$ cat src/rtl/port_sequencer_pkg.sv
// Shared types and helpers for the host-side port sequencer.
package port_sequencer_pkg;

  typedef enum logic [1:0] {
    IDLE    = 2'd0,
    SETUP   = 2'd1,
    STROBE  = 2'd2,
    RELEASE = 2'd3
  } seq_state_t;

  // Largest of the three phase lengths; sizes the shared phase counter.
  function automatic int max3(input int a, input int b, input int c);
    int m;
    m = (a > b) ? a : b;
    return (m > c) ? m : c;
  endfunction

  // The counter is loaded with (phase length - 1), so it must hold max_cyc-1.
  function automatic int cnt_width(input int max_cyc);
    return (max_cyc > 2) ? $clog2(max_cyc) : 1;
  endfunction

endpackage

$ cat src/rtl/rr_arbiter.sv
// Combinational round-robin pick: first set request above the pointer, wrapping.
module rr_arbiter
  import port_sequencer_pkg::*;
#(
  parameter int NREQ  = 4,
  parameter int IDX_W = $clog2(NREQ)
) (
  input  logic [NREQ-1:0]  req,
  input  logic [IDX_W-1:0] ptr,
  output logic [IDX_W-1:0] grant,
  output logic             any_req
);

  logic [IDX_W-1:0] idx;
  logic             found;

  // Scan pointer+1 .. pointer+NREQ (mod NREQ); the first hit wins.
  always_comb begin
    any_req = |req;
    grant   = '0;
    found   = 1'b0;
    idx     = '0;
    for (int k = 1; k <= NREQ; k++) begin
      idx = IDX_W'((int'(ptr) + k) % NREQ);
      if (!found && req[idx]) begin
        grant = idx;
        found = 1'b1;
      end
    end
  end

endmodule

$ cat src/rtl/port_sequencer.sv
// Arbitrates requesters onto the computer's port_in/port_write path and
// turns changes on port_out into one-cycle events.
//
// state   | meaning
// IDLE    | sample req, grant and latch data on any request
// SETUP   | data driven, strobe low (SETUP_CYC cycles)
// STROBE  | data driven, strobe high (HOLD_CYC cycles)
// RELEASE | data held, strobe low; ack in the last cycle (RELEASE_CYC cycles)
module port_sequencer
  import port_sequencer_pkg::*;
#(
  parameter int NREQ        = 4,
  parameter int WIDTH       = 16,
  parameter int SETUP_CYC   = 1,
  parameter int HOLD_CYC    = 2,
  parameter int RELEASE_CYC = 1
) (
  input  logic                     clk,
  input  logic                     reset,
  input  logic [NREQ-1:0]          req,
  input  logic [NREQ*WIDTH-1:0]    req_data,
  output logic [NREQ-1:0]          ack,
  output logic                     busy,
  output logic [$clog2(NREQ)-1:0]  grant_id,
  output logic [WIDTH-1:0]         cpu_port_in,
  output logic                     cpu_port_write,
  input  logic [WIDTH-1:0]         cpu_port_out,
  output logic [WIDTH-1:0]         out_data,
  output logic                     out_valid
);

  localparam int IDX_W = $clog2(NREQ);
  localparam int CNT_W = cnt_width(max3(SETUP_CYC, HOLD_CYC, RELEASE_CYC));

  if (NREQ < 2 || SETUP_CYC < 1 || HOLD_CYC < 1 || RELEASE_CYC < 1) begin : g_bad_param
    $error("port_sequencer: NREQ must be >= 2 and every *_CYC must be >= 1");
  end

  seq_state_t       state, state_nxt;
  logic [CNT_W-1:0] cnt, cnt_nxt;
  logic [IDX_W-1:0] ptr, ptr_nxt;
  logic [IDX_W-1:0] grant_nxt, arb_grant;
  logic [WIDTH-1:0] data_nxt;
  logic [NREQ-1:0]  ack_nxt;
  logic             write_nxt;
  logic             any_req;
  logic [WIDTH-1:0] req_word [NREQ];

  for (genvar i = 0; i < NREQ; i++) begin : g_word
    assign req_word[i] = req_data[i*WIDTH +: WIDTH];
  end

  rr_arbiter #(.NREQ(NREQ), .IDX_W(IDX_W)) u_arb (
    .req     (req),
    .ptr     (ptr),
    .grant   (arb_grant),
    .any_req (any_req)
  );

  assign busy = (state != IDLE);

  // Next-state, phase down-counter and next values of the registered outputs.
  always_comb begin
    state_nxt = state;
    cnt_nxt   = cnt;
    ptr_nxt   = ptr;
    grant_nxt = grant_id;
    data_nxt  = cpu_port_in;
    ack_nxt   = '0;
    unique case (state)
      IDLE: begin
        if (any_req) begin
          state_nxt = SETUP;
          cnt_nxt   = CNT_W'(SETUP_CYC - 1);
          grant_nxt = arb_grant;
          ptr_nxt   = arb_grant;
          data_nxt  = req_word[arb_grant];
        end
      end
      SETUP: begin
        if (cnt == '0) begin
          state_nxt = STROBE;
          cnt_nxt   = CNT_W'(HOLD_CYC - 1);
        end else begin
          cnt_nxt = cnt - 1'b1;
        end
      end
      STROBE: begin
        if (cnt == '0) begin
          state_nxt = RELEASE;
          cnt_nxt   = CNT_W'(RELEASE_CYC - 1);
        end else begin
          cnt_nxt = cnt - 1'b1;
        end
      end
      RELEASE: begin
        if (cnt == '0) begin
          state_nxt = IDLE;
        end else begin
          cnt_nxt = cnt - 1'b1;
        end
      end
      default: state_nxt = IDLE;
    endcase
    write_nxt = (state_nxt == STROBE);
    if (state_nxt == RELEASE && cnt_nxt == '0) begin
      ack_nxt[grant_nxt] = 1'b1;
    end
  end

  // Sequencer state and registered transfer outputs.
  always_ff @(posedge clk) begin
    if (reset) begin
      state          <= IDLE;
      cnt            <= '0;
      ptr            <= IDX_W'(NREQ - 1);
      grant_id       <= '0;
      cpu_port_in    <= '0;
      cpu_port_write <= 1'b0;
      ack            <= '0;
    end else begin
      state          <= state_nxt;
      cnt            <= cnt_nxt;
      ptr            <= ptr_nxt;
      grant_id       <= grant_nxt;
      cpu_port_in    <= data_nxt;
      cpu_port_write <= write_nxt;
      ack            <= ack_nxt;
    end
  end

  // Capture port_out every cycle and flag a changed sample.
  always_ff @(posedge clk) begin
    if (reset) begin
      out_data  <= '0;
      out_valid <= 1'b0;
    end else begin
      out_data  <= cpu_port_out;
      out_valid <= (cpu_port_out != out_data);
    end
  end

endmodule

$ cat config.mk
export PLATFORM = sky130hd
export DESIGN_NAME = port_sequencer
export DESIGN_NICKNAME = d
export VERILOG_FILES = /design/src/rtl/port_sequencer_pkg.sv /design/src/rtl/rr_arbiter.sv /design/src/rtl/port_sequencer.sv
export SDC_FILE = /design/constraint.sdc
export NUM_CORES = 1
export LEC_CHECK = 0
export ABC_AREA = 1
export BUFFER_PORTS_ARGS = -buffer_cell sky130_fd_sc_hd__buf_4
export CORE_UTILIZATION = 40
export CTS_CLUSTER_SIZE = 16
export DETAILED_ROUTE_END_ITERATION = 7
export GPL_TIMING_DRIVEN = 0
export MAX_ROUTING_LAYER = met4
export PLACE_DENSITY_LB_ADDON = 0.15
export REMOVE_ABC_BUFFERS = 1
export SETUP_SLACK_MARGIN = 0.4
export SLEW_MARGIN = 15
export SYNTH_ARGS = -nofsm -noshare
export SYNTH_HDL_FRONTEND = slang
export SYNTH_SLANG_ARGS = --single-unit
export TNS_END_PERCENT = 100
$ cat constraint.sdc
create_clock -name clk -period 1.7 [get_ports clk]
set_input_delay 0.085 -clock clk [delete_from_list [all_inputs] [get_ports clk]]
set_output_delay 0.085 -clock clk [all_outputs]
set_load 0.03 [all_outputs]
**Word-level counts from Yosys, hierarchy flattened**

Cells that the tools add are included.

- Flip-flop bits (word level): 45
- Latch bits: 0
- Memory bits (writable): 0
- Memory bits (read-only): 0
- Bits of input ports: 86
- Output and inout port bits: 41
- Logic and storage cells: 75
- Memories: 0

- Add/subtract/negate cells: 5
- Multipliers: 0
- Divide/modulo/power cells: 0
- Order comparisons: 7
- Equal/unequal tests: 6
- Shift operators: 0
- Mux-type cells: 31
- Bitwise operators: 3
- Reductions and logical operators: 14

Operator list:

| kind | number |
|---|---|
| 16-bit binary-select mux with 2-bit select | 1 |
| 16-bit two-way mux | 2 |
| 2-bit two-way mux | 10 |
| 16-bit inequality test | 1 |
| 2-bit by 3-bit less-than comparator with 1-bit output (second input constant) | 5 |
| 1-bit two-way mux | 11 |
| 1-bit binary-select mux with 2-bit select | 4 |
| 2-bit == test (second input constant) | 4 |
| 2-bit case mux with 4 select lines | 1 |
| 1-bit logical AND | 5 |
| 2-bit by 1-bit adder with 2-bit output (second input constant) | 2 |
| 2-bit adder (second input constant) | 2 |
| 2-bit OR reduction | 2 |
| 4-bit OR reduction | 1 |
| 3-bit >= comparator (second input constant) | 1 |
| 1-bit zero test | 3 |
| 2-bit inverter with 3-bit output | 1 |
| 1-bit case mux with 3 select lines | 1 |
| 1-bit demux with 2-bit select | 1 |
| 2-bit by 1-bit == test with 1-bit output (second input constant) | 1 |
| 2-bit by 1-bit >= comparator with 1-bit output (second input constant) | 1 |
| 2-bit zero test | 1 |
| 1-bit inverter | 2 |
| 2-bit AND reduction | 1 |
| 2 further kinds | 2 |

**Longest topological paths before layout**

- Word-level depth: 19
- Gate-level depth with buffers: 15
- Mapped depth without buffers: 14

**By module**

A second synthesis with hierarchy kept.

- Cell total of the unflattened synthesis: 423
- Area, all modules: 2678.8 um^2

By module, submodules not included:

| module | times used | cells each | area an instance (um^2) | sequential area each (um^2) |
|---|---|---|---|---|
| port_sequencer | 1 | 373 | 2377.3 | 900.9 |
| rr_arbiter | 1 | 50 | 301.5 | 0.0 |

**Least setup slack after synthesis**

Ideal clock, no wire load.

- Kind: reg2reg
- Start: register ptr[0]
- End: register cpu_port_in[5]
- Library setup time: 0.109 ns
- Data arrival time: 1.569 ns
- Required time: 1.591 ns
- Setup slack: 0.022 ns
- Stages on the path, launching flop included: 14
- Path buffers: 2
- Clock period less this slack: 1.678 ns
- Cells stage by stage: dfxtp_1 -> buf_4 -> nand2_1 -> nand3_1 -> nand2_2 -> nor2_8 -> nand4_1 -> nand2_2 -> inv_2 -> buf_6 -> nand3_2 -> nand3_1 -> nand2_1 -> inv_1

- Cells in the longest elaborated chain, start to end: 17
- Elaborated cells between the ends (all ways): 29
- Classes of those cells: add/sub: 4; mux: 18; bitwise: 1; reduce/logical: 6

Ends and longest elaborated chain:

| what | line | text |
|---|---|---|
| start, declared | port_sequencer.sv:41 | `logic [IDX_W-1:0] ptr, ptr_nxt;` |
| start signal, assigned | port_sequencer.sv:116 | `ptr <= IDX_W'(NREQ - 1);` |
| start signal, assigned | port_sequencer.sv:124 | `ptr <= ptr_nxt;` |
| 2-bit by 1-bit adder with 2-bit output | rr_arbiter.sv:24 | `idx = IDX_W'((int'(ptr) + k) % NREQ);` |
| 1-bit binary-select mux with 2-bit select | rr_arbiter.sv:25 | `if (!found && req[idx]) begin` |
| 1-bit two-way mux (implied by the code) | rr_arbiter.sv:25 |  |
| 1-bit two-way mux | rr_arbiter.sv:25 |  |
| 1-bit zero test | rr_arbiter.sv:25 |  |
| 1-bit logical AND | rr_arbiter.sv:25 |  |
| 1-bit two-way mux | rr_arbiter.sv:25 |  |
| 1-bit zero test | rr_arbiter.sv:25 |  |
| 1-bit logical AND | rr_arbiter.sv:25 |  |
| 1-bit two-way mux | rr_arbiter.sv:25 |  |
| 1-bit zero test | rr_arbiter.sv:25 |  |
| 1-bit logical AND | rr_arbiter.sv:25 |  |
| 2-bit two-way mux (*) | rr_arbiter.sv:25 |  |
| 2-bit inverter with 3-bit output (implied by the code) (*) | port_sequencer.sv:77 | `data_nxt = req_word[arb_grant];` |
| 16-bit binary-select mux with 2-bit select (*) | port_sequencer.sv:77 |  |
| 16-bit two-way mux (implied by the code) (*) (2 in series) | port_sequencer.sv:77 |  |
| end signal, assigned | port_sequencer.sv:126 | `cpu_port_in <= data_nxt;` |
| end, declared | port_sequencer.sv:25 | `output logic [WIDTH-1:0] cpu_port_in,` |

Every way passes the cells marked *; elsewhere a longest branch is shown, timed or not. The select of a mux whose other input is x is not followed.
A chain may end at the register's enable or synchronous reset.

**Worst setup path after layout**

- Start: register ptr[0]
- End: register cpu_port_in[11]

The elaborated chain is that of the path after synthesis.

==> flow_summary.ini <==
[critical_path]
ff2ff_setup_slack_ns = -0.26
reg2reg_from = ptr[0]
cp.arrival_ns = 2.16
path_buf_inv = 3
critPathKind = register to register
critPathCapture = cpu_port_in[11]
path_cells = buf_6 -> nand2_1 -> nand3_1 -> nand2_2 -> o21ai_4 -> nand3_4 -> clkbuf_16 -> nand2_8 -> nand2_1 -> nand3_1 -> nand3_1 -> nand2_1 -> inv_1
cp-startpoint = ptr[0]
worstReg2RegEnd = cpu_port_in[11]
required_ns = 1.91
r2r_cells = 13
slowest_delay_ns = 0.45
crit_path_start_kind = register
worst-path-stages = 13
crit_family = simple AND/OR/NAND/NOR gates
path_max_fanout = 8
end_kind = register
crit_slowest_cell = dfxtp_4

[pwr]
ir_drop_uv = 795
power.leakage_uw = 0.00269
power.density_mw_per_mm2 = 1430
power_uw = 6860

[worst_hold_path]
hold_depth = 3
hold_class = primary input to register

[die]
die_h_um = 86.7
ios = 127
num_rows = 30
dieArea_sq_mm = 0.00751
core_area_sq_mm = 0.00687
start_util_pct = 41.7
die_x_um = 86.7

[cts]
clock_path_buffers = 2
numClockSinks = 45
clk_latency_ns = 0.30
clk_pin_slew_ns = 0.09
h-tree-depth = 2
cts_buffers = 5
cts_tree = built
cts-root-buf = clkbuf_8

[global_routing]
busiest_layer = met2
use_met1_pct = 30.3
met3_usage_pct = 5.24
antenna_found_initial = 0
met2_usage_pct = 43.1
grt_pass1_vias = 3141
grt_pass1_wl_mm = 14.7
grt_usage_pct = 25.6
grt_max_degree = 40
gr-total-overflow = 0

[timing]
hold_slack_ns = 0.00457
rsz0062_at_grt = true
period_minus_slack_ns = 1.96
hold_viol_final = 0
worst_pin_slew_ns = 0.623
setup_ws_ns = -0.255
relSlewSlack_pct = 58.1
drv_slew = 0
fin_crit_sh_pct = 115
setup_violations = 23
finClkSkew_ns = 0.0137
fmax_mhz = 511

[synth]
ys_types = 31
synth_area_sq_mm = 0.00287
ys_warn_count = 0
ys_seq_area_share_pct = 31.4
syn_area_per_cell_sq_um = 6.22
ys_ff_latch = 45
netlist_instances = 461

[final_layout]
fin_nets = 705
final_common_cell = buf_4
final_area_sq_mm = 0.00479
mostFrequentLayoutCells = buf_4, inv_1, nand2_1
syn_to_final_growth_pct = 66.9
drive_gt1_share_pct = 42.3
antennaDiodeCount = 0

[route]
wl_per_cell_um = 13.7
initialDrtViolationCount = 185
drt_pass1_iterations = 5
detail_route.vias_per_cell = 4.86
wl_mm = 9.78
vias = 3474
postRouteAntennaNets = 0
drc = 0

[place]
place_area_sq_mm = 0.00385
routabilityCongestion = 0.857
dp_hpwl_mm = 5.24
io_buffer_count = 126
place_ws_ns = -1.05

[job]
drv_cap = 0

[status]
status = finished, violations left
violations = negative setup slack
per-stage QoR:
stage               utilization (%)  instances  TNS, ns
global placement               55.7        664   -32.55
finish                         69.7        715    -4.15
CTS                            66.6        709    -1.23
floorplan                         -        442   -14.72
detailed placement             56.1        665   -22.49
global route                   69.7        715    -6.24
routing by layer:
metal / up-vias / wire (um)
li1: 1737 / -
met1: 1565 / 4170
met4: 0 / 291
met3: 22 / 655
met2: 150 / 4650
met5: - / 0
worst min path at each step:
stage	start	to	slack [ns]
after floorplan	reset	grant_id[0]	0.15
after global placement	cpu_port_out[7]	out_data[7]	0.30
after detailed placement	cpu_port_out[11]	out_data[11]	0.31
after CTS	cpu_port_out[9]	out_data[9]	0.004
after global routing	cpu_port_out[7]	out_data[7]	0.006
final	cpu_port_out[9]	out_data[9]	0.005
worst reg2reg max path, cell delays in order, from the launching register on:
cell and delay [ns]:
dfxtp_4 0.45, buf_6 0.14, nand2_1 0.05, nand3_1 0.10, nand2_2 0.09, o21ai_4 0.22
nand3_4 0.15, clkbuf_16 0.20, nand2_8 0.12, nand2_1 0.06, nand3_1 0.07, nand3_1 0.08
nand2_1 0.08, inv_1 0.04
synthesized netlist by cell type (all sizes together):
library cell  count  share of area, %
inv             109                14
nand2           100                14
nand3            93                18
nor2             57               8.0
dfxtp            45                31
buf              16               3.4
or2               6               1.3
nand4             5               1.6
xnor2             5               1.5
o2111ai           4               1.2
o21ai             4              0.83
clkbuf            3              0.39
nor4              3              0.65
a21oi             2              0.35
nor3              2              0.35
o211ai            2              0.52
xor2              2              0.61
a311oi            1              0.31
a31oi             1              0.22
and2              1              0.22
where the power goes:
group | leakage [uW] | total, uW | switching (uW) | internal [uW]
logic | 0.00226 | 4680 | 2790 | 1890
registers | 0.000374 | 1370 | 133 | 1240
clock network | 0.0000540 | 809 | 381 | 428
what timing repair did:
action,CTS,global route
pin swaps,27,26
endpoints found under the hold margin,1,0
cloned,8,3
endpoints found under the setup margin,24,27
setup buffers,28,3
resized for setup,63,36
hold buffers,1,0
flip-flops by register name (all words and copies together), names as in the netlist:
signal / cells
cpu_port_in: 16
out_data: 16
ack: 4
grant_id: 2
ptr: 2
state: 2
cnt: 1
cpu_port_write: 1
out_valid: 1
cell type report:
type                            count  area, sq um
Sequential cell                    45          908
Fill cell                         587         2080
Tap cell                           96          120
Inverter                          109          427
Clock buffer                        5         68.8
Timing Repair Buffer              160         1320
Multi-Input combinational cell    297         1900
Clock inverter                      2         35.0
Timing Repair inverter              1         6.26
cells by family (layout without fill, tap and decap cells):
logic type	Yosys count	count (layout)	synth area share, %
DFF	45	45	31.4
buffers and inverters	128	277	18.0
and+or+nand+nor	267	276	45.0
xor gates and xnor gates	7	7	2.14
AOI/OAI and AO/OA	14	14	3.45
(Power assumes the default switching activity.)
